## config.mk

```make
export PLATFORM = sky130hd
export DESIGN_NAME = memory_read_ctrl
export DESIGN_NICKNAME = d
export VERILOG_FILES = /design/src/rtl/mem_pkg.sv /design/src/rtl/memory_read_ctrl.sv
export SDC_FILE = /design/constraint.sdc
export NUM_CORES = 1
export LEC_CHECK = 0
export CORE_AREA = 2 2 408 410
export CTS_CLUSTER_DIAMETER = 40
export CTS_CLUSTER_SIZE = 24
export DETAILED_ROUTE_END_ITERATION = 16
export DIE_AREA = 0 0 410 412
export GPL_TIMING_DRIVEN = 0
export SETUP_SLACK_MARGIN = 0.02
export SLEW_MARGIN = 10
export SYNTH_ARGS = -nofsm -noshare
export SYNTH_HDL_FRONTEND = slang
export SYNTH_SLANG_ARGS = --single-unit
```

## constraint.sdc

```tcl
create_clock -name clk -period 49.8 [get_ports clk]
set_input_delay 7.47 -clock clk [delete_from_list [all_inputs] [get_ports clk]]
set_output_delay 7.47 -clock clk [all_outputs]
set_load 0.02 [all_outputs]
```

## src/rtl/mem_pkg.sv

```systemverilog
// Shared definitions for the block-chain memory reader: sizes, the footer
// layout carried in the low 16 bits of every block, and the reader FSM states.
package mem_pkg;

  localparam int ADDR_W     = 12;
  localparam int BLOCK_BITS = 512;
  localparam int FOOTER_W   = 16;
  localparam int MEM_DEPTH  = 1 << ADDR_W;

  // Footer in block bits [15:0]: next_idx=[15:4], eop=[3], rsvd=[2:0].
  typedef struct packed {
    logic [ADDR_W-1:0] next_idx;
    logic              eop;
    logic [2:0]        rsvd;
  } footer_t;

  // Reader FSM states.
  typedef enum logic [1:0] {
    IDLE  = 2'd0,
    ISSUE = 2'd1,
    WAIT  = 2'd2
  } rd_state_t;

  // Extracts the footer from a full block.
  function automatic footer_t get_footer(input logic [BLOCK_BITS-1:0] blk);
    return footer_t'(blk[FOOTER_W-1:0]);
  endfunction

  // Builds a footer word; reserved bits are left at zero.
  function automatic logic [FOOTER_W-1:0] make_footer(input logic [ADDR_W-1:0] next_idx,
                                                      input logic              eop);
    footer_t f;
    f.next_idx = next_idx;
    f.eop      = eop;
    f.rsvd     = 3'b000;
    return f;
  endfunction

endpackage

```

## src/rtl/memory_read_ctrl.sv

```systemverilog
// Linked-block walker. A start pulse gives the first block index; each
// returned block's footer names the next block, and the walk ends on the
// block whose footer has eop set. Every returned block is forwarded on
// data_o with a one-cycle data_valid_o pulse.
//
// Handshake: mem_re_o is a one-cycle request strobe with the address on
// mem_raddr_o; the memory answers with mem_rvalid_i exactly one cycle later.
// Only one read is ever in flight, so no tags or queues are needed. re_i
// gates issue only; a read already in flight always completes.
module memory_read_ctrl
  import mem_pkg::*;
(
  input  logic                  clk,
  input  logic                  rst,
  input  logic                  re_i,
  input  logic                  start,
  input  logic [ADDR_W-1:0]     start_addr_i,
  output logic                  mem_re_o,
  output logic [ADDR_W-1:0]     mem_raddr_o,
  input  logic                  mem_rvalid_i,
  input  logic [BLOCK_BITS-1:0] mem_rdata_i,
  output logic [BLOCK_BITS-1:0] data_o,
  output logic                  data_valid_o,
  output logic                  data_end_o,
  output rd_state_t             state_o
);

  rd_state_t         state_q;
  rd_state_t         state_d;
  logic [ADDR_W-1:0] cur_addr;
  logic              latch_start;
  logic              deliver;
  footer_t           footer;
  logic              rsvd_unused;

  // Footer of whatever the memory is presenting; only acted on when delivering.
  assign footer      = get_footer(mem_rdata_i);
  assign rsvd_unused = ^footer.rsvd;

  assign mem_raddr_o = cur_addr;
  assign state_o     = state_q;

  // State register.
  always_ff @(posedge clk or posedge rst) begin
    if (rst) begin
      state_q <= IDLE;
    end else begin
      state_q <= state_d;
    end
  end

  // Next-state and strobe decode; start outside IDLE is deliberately ignored.
  always_comb begin
    state_d     = state_q;
    mem_re_o    = 1'b0;
    latch_start = 1'b0;
    deliver     = 1'b0;
    case (state_q)
      IDLE: begin
        if (start) begin
          latch_start = 1'b1;
          state_d     = ISSUE;
        end
      end
      ISSUE: begin
        if (re_i) begin
          mem_re_o = 1'b1;
          state_d  = WAIT;
        end
      end
      WAIT: begin
        if (mem_rvalid_i) begin
          deliver = 1'b1;
          state_d = footer.eop ? IDLE : ISSUE;
        end
      end
      default: begin
        state_d = IDLE;
      end
    endcase
  end

  // Current block index: loaded from start, then follows the footer chain.
  always_ff @(posedge clk or posedge rst) begin
    if (rst) begin
      cur_addr <= '0;
    end else if (latch_start) begin
      cur_addr <= start_addr_i;
    end else if (deliver && !footer.eop) begin
      cur_addr <= footer.next_idx;
    end
  end

  // Output register: data held between deliveries, valid/end are pulses.
  always_ff @(posedge clk or posedge rst) begin
    if (rst) begin
      data_o       <= '0;
      data_valid_o <= 1'b0;
      data_end_o   <= 1'b0;
    end else begin
      data_valid_o <= deliver;
      data_end_o   <= deliver & footer.eop;
      if (deliver) begin
        data_o <= mem_rdata_i;
      end
    end
  end

  // A strobe must always be followed by the wait state, never by another strobe.
  a_single_outstanding: assert property (@(posedge clk) disable iff (rst)
    mem_re_o |=> (!mem_re_o && state_q == WAIT));

  // Delivery pulses only ever come out one at a time.
  a_valid_pulse: assert property (@(posedge clk) disable iff (rst)
    data_valid_o |=> !data_valid_o);

endmodule

```

# Word level (Yosys, flattened, before mapping)
# Cells that the tools add are included.
[word_totals]
output_inout_bits = 529
regBits = 528
[classes]
eq_ne = 5
muxes = 13
bitwise_logic = 1
n_reduce_logical = 5
[op_table]
columns = ["operator", "count"]
rows = [
  ["$mux W12", 2],
  ["$mux W1", 7],
  ["$mux W2", 3],
  ["$ne A2 B2 Y1 const B", 3],
  ["$pmux W2 S3", 1],
  ["$reduce_and A3 Y1", 1],
  ["$eq A2 B1 Y1 const B", 1],
  ["$eq A2 B2 Y1 const B", 1],
  ["$logic_not A2 Y1", 1],
  ["$reduce_bool A2 Y1", 1],
  ["$and A1 B1 Y1", 1],
  ["$logic_and A1 B1 Y1", 1],
  ["$logic_not A1 Y1", 1],
]

# Longest topological paths before layout
[logic_depth]
ltp_word = 5
ltp_mapped = 7
mapped_depth_nobuf = 4

# Least setup slack after synthesis
# OpenSTA, ideal clock, no wires.
[synth_path]
kind = "input-to-output"
from = "input port re_i"
to = "output port mem_re_o"
arrival_ns = 7.698
t_required_ns = 42.330
path_stages = 1
slack_ns = 34.632
path_cell_list = "and3b_2"
[synth_between]
elab_chain_cells = 2
[synth_rtl]
columns = ["element", "line", "source"]
rows = [
  ["start: declaration", "memory_read_ctrl.sv:15", "input logic re_i,"],
  ["$mux W1", "memory_read_ctrl.sv:66", "if (re_i) begin"],
  ["$mux W1", "memory_read_ctrl.sv:58", "case (state_q)"],
  ["end: declaration", "memory_read_ctrl.sv:18", "output logic mem_re_o,"],
]
# Every way passes these cells.

# Final worst setup path
# Same ends and word-level chain as after synthesis.

==> key figures <==
Die
  – Die Y: 412 µm
  – Core Box Area: 0.1642 mm²
  – I/O pin total: 1,058
  – Starting density of the core: 12.41%
  – Die ar.: 0.1689 mm²
  – Num rows: 149
  – Die width: 410 µm

Critical path
  – Crit path max fanout: 2
  – Buf+Inv Stages, Crit Path: 2
  – CP endpoint kind: output pin
  – Critical path's top delay family: buffers and inverters
  – Crit-path max cell delay: 0.67 ns
  – Crit-path slowest cell: clkdlybuf4s50_1
  – Critical Path Start Type: input port
  – CP most frequent cell: clkdlybuf4s50_1
  – CP required: 42.33 ns
  – Worst EP arrival: 8.94 ns
  – Cell Chain, Critical Path: clkdlybuf4s50_1 -> and3b_2 -> clkdlybuf4s50_1
  – Setup CP Type: input port to output pin

Power
  – Worst VDD drop: 0.04083 mV
  – P_leak: 17.74 nW
  – Pwr/cell area: 70.25 mW/mm²
  – Tot Pwr: 0.002668 W

Drt
  – Iteration-0 DRC Markers: 1,470
  – Post-route DRC: 0
  – Vias per inst: 3.515
  – Vias: 20,020
  – Final wirelength: 138,700 µm
  – Antenna viol nets, final: 0
  – Avg WL per Cell: 24.36 µm
  – Drt first pass iters: 5

Placement
  – IO Port Bufs: 1,057
  – Hpwl dp: 115,800 µm
  – Gpl congestion: 0.9431

Clock network
  – Reg clk slew, reported paths: 0.05 ns
  – CTS Buffer Depth: 3
  – Clock tree from TritonCTS: yes
  – CTS Buf Count: 117
  – Number of buffers added for setup after CTS: 0
  – Skew-Pair Late Insertion Delay: 0.75 ns
  – Post-CTS Hold Fix Bufs: 0
  – Htree depth: 3
  – Clk sinks: 528
  – Resized Gates After CTS: 0
  – Clock root cell: clkbuf_16

Logic synthesis
  – Largest family of logic cells by synthesized area: simple AND/OR/NAND/NOR gates
  – Post-Synth Adder-Cell Area: 0%
  – Seq/Total Area, Yosys: 64.85%
  – FF+latch count, synth: 528
  – Xor and xnor area share after synthesis: 0%
  – Mapped Area: 0.02037 mm²
  – Synth warn: 0
  – Mux cell area share after synthesis: 1.695%
  – Compound-Gate Fraction of Synth Area: 0.07983%
  – Netlist cell types: 18
  – Synth Net Count: 2,743
  – Mapped Cells: 2,214
  – Avg Inst Size Synth: 9.203 µm²
  – Post-synthesis simple-gate area fraction: 28.62%

Layout
  – Layout Nets: 3,924
  – Commonest non-fill, non-tap cells in the layout: nand2_1 (1,533), clkdlybuf4s50_1 (1,057), dfrtp_1 (528)
  – Area Overhead vs Synth: 86.38%
  – Share of cells above drive strength 1: 10.30%
  – Layout fillers: 17,800
  – Most common cell after layout, fill and taps aside: nand2_1

Timing
  – Measured slew at the worst slew-check pin: 0.9652 ns
  – Hold WS: 0.4687 ns
  – Max-slew headroom: 35.37%
  – Max Freq: 60.96 MHz
  – Fin crit share: 32.94%
  – Final Critical Period: 16.41 ns
  – RSZ-0062 raised after global routing: false
  – Final hold violations: 0
  – Setup-failing EPs final: 0
  – Max-slew violations: 0
  – Worst clock skew: 0.03767 ns
  – Post-route setup TNS: 0 ns

Worst hold path
  – Hold Path Class: register to register

Outcome
  – Status: finished clean

GRT
  – GRT Total Usage: 15.98%
  – Gr ovfl total: 0
  – Largest net degree at the start of global routing: 110
  – Vias in the first global route: 20,500
  – First-pass GRT wire length: 182,500 µm
  – Initial antenna violation count: 53

Run
  – Max_cap viols: 0
==> flip-flops by register name, indices dropped and copies added, names as in the netlist <==
register,cells
data_end_o,1
data_o,512
mem_raddr_o,12
state_o,2
data_valid_o,1
==> stage by stage <==
stage	util (%)	std cells	area [µm²]	worst slack, ns
after floorplan	-	2214	20370	27.58
after global placement	20.51	5460	33690	19.09
after detailed placement	20.60	5465	33840	33.34
after CTS	23.10	5683	37940	33.34
after global routing	23.11	5691	37960	33.35
final	23.12	5695	37970	33.39
==> worst reg2reg max path, cell delays in order, from the launching register on <==
cell and delay (ns):
dfrtp_1 0.53, nor3b_2 0.87, buf_6 0.33, mux2_4 0.38, mux2_4 0.27
==> power breakdown <==
part | switching, W | internal, W
clock | 0.000282 | 0.000530
combinational | 0.000634 | 0.000466
sequential | 0.000134 | 0.000621
total | 0.00105 | 0.00162
==> synth_stat cells (all sizes together) <==
library cell	count	share of area, %
inv	2	0.061
and2	1	0.031
a21oi	1	0.043
mux2	24	1.7
nand3b	2	0.074
and3b	1	0.049
a21o	1	0.037
nand2b	1	0.031
nor3b	3	0.14
dfrtp	528	65
nand2	1533	28
or2	2	0.061
buf	115	4.7
==> worst paths after layout <==
| path | slack, ns | from | cells past startpoint | endpoint |
|---|---|---|---|---|
| max in group asynchronous | 40.72 | rst | 5 | data_o[128] |
| min in group asynchronous | 7.23 | rst | 2 | data_o[287] |
| min reg2reg | 0.47 | data_o[221] | 2 | data_o[221] |
| min | 0.47 | data_o[221] | 2 | data_o[221] |
| max reg2reg | 47.32 | state_o[0] | 4 | mem_raddr_o[1] |
| max | 33.39 | re_i | 3 | mem_re_o |
==> layer usage <==
metal	GRT usage (%)	share of wire, %	up-vias
met2	27.21	49	929
met5	0	0	-
met4	4.798	2.8	0
met1	18.33	38	9730
li1	-	-	9130
met3	6.366	9.7	229
==> cell type report <==
type | instances | area [µm²] | area share, %
buffer | 115 | 955.9 | 2.517
inverter | 2 | 20.02 | 0.05272
sequential | 528 | 13210 | 34.79
timing repair buffer | 1062 | 10720 | 28.22
multi-input combinational | 1569 | 6193 | 16.31
clock inverter | 81 | 969.7 | 2.554
clock buffer | 137 | 3136 | 8.257
tap | 2189 | 2739 | 7.213
antenna | 12 | 30.03 | 0.07908
==> cells by family after synthesis <==
group,after synthesis
AND/OR/NAND/NOR,1543
buffers and inverters,117
flip-flops,528
AO/OA/AOI/OAI,2
multiplexers,24
(Power assumes the default switching activity.)
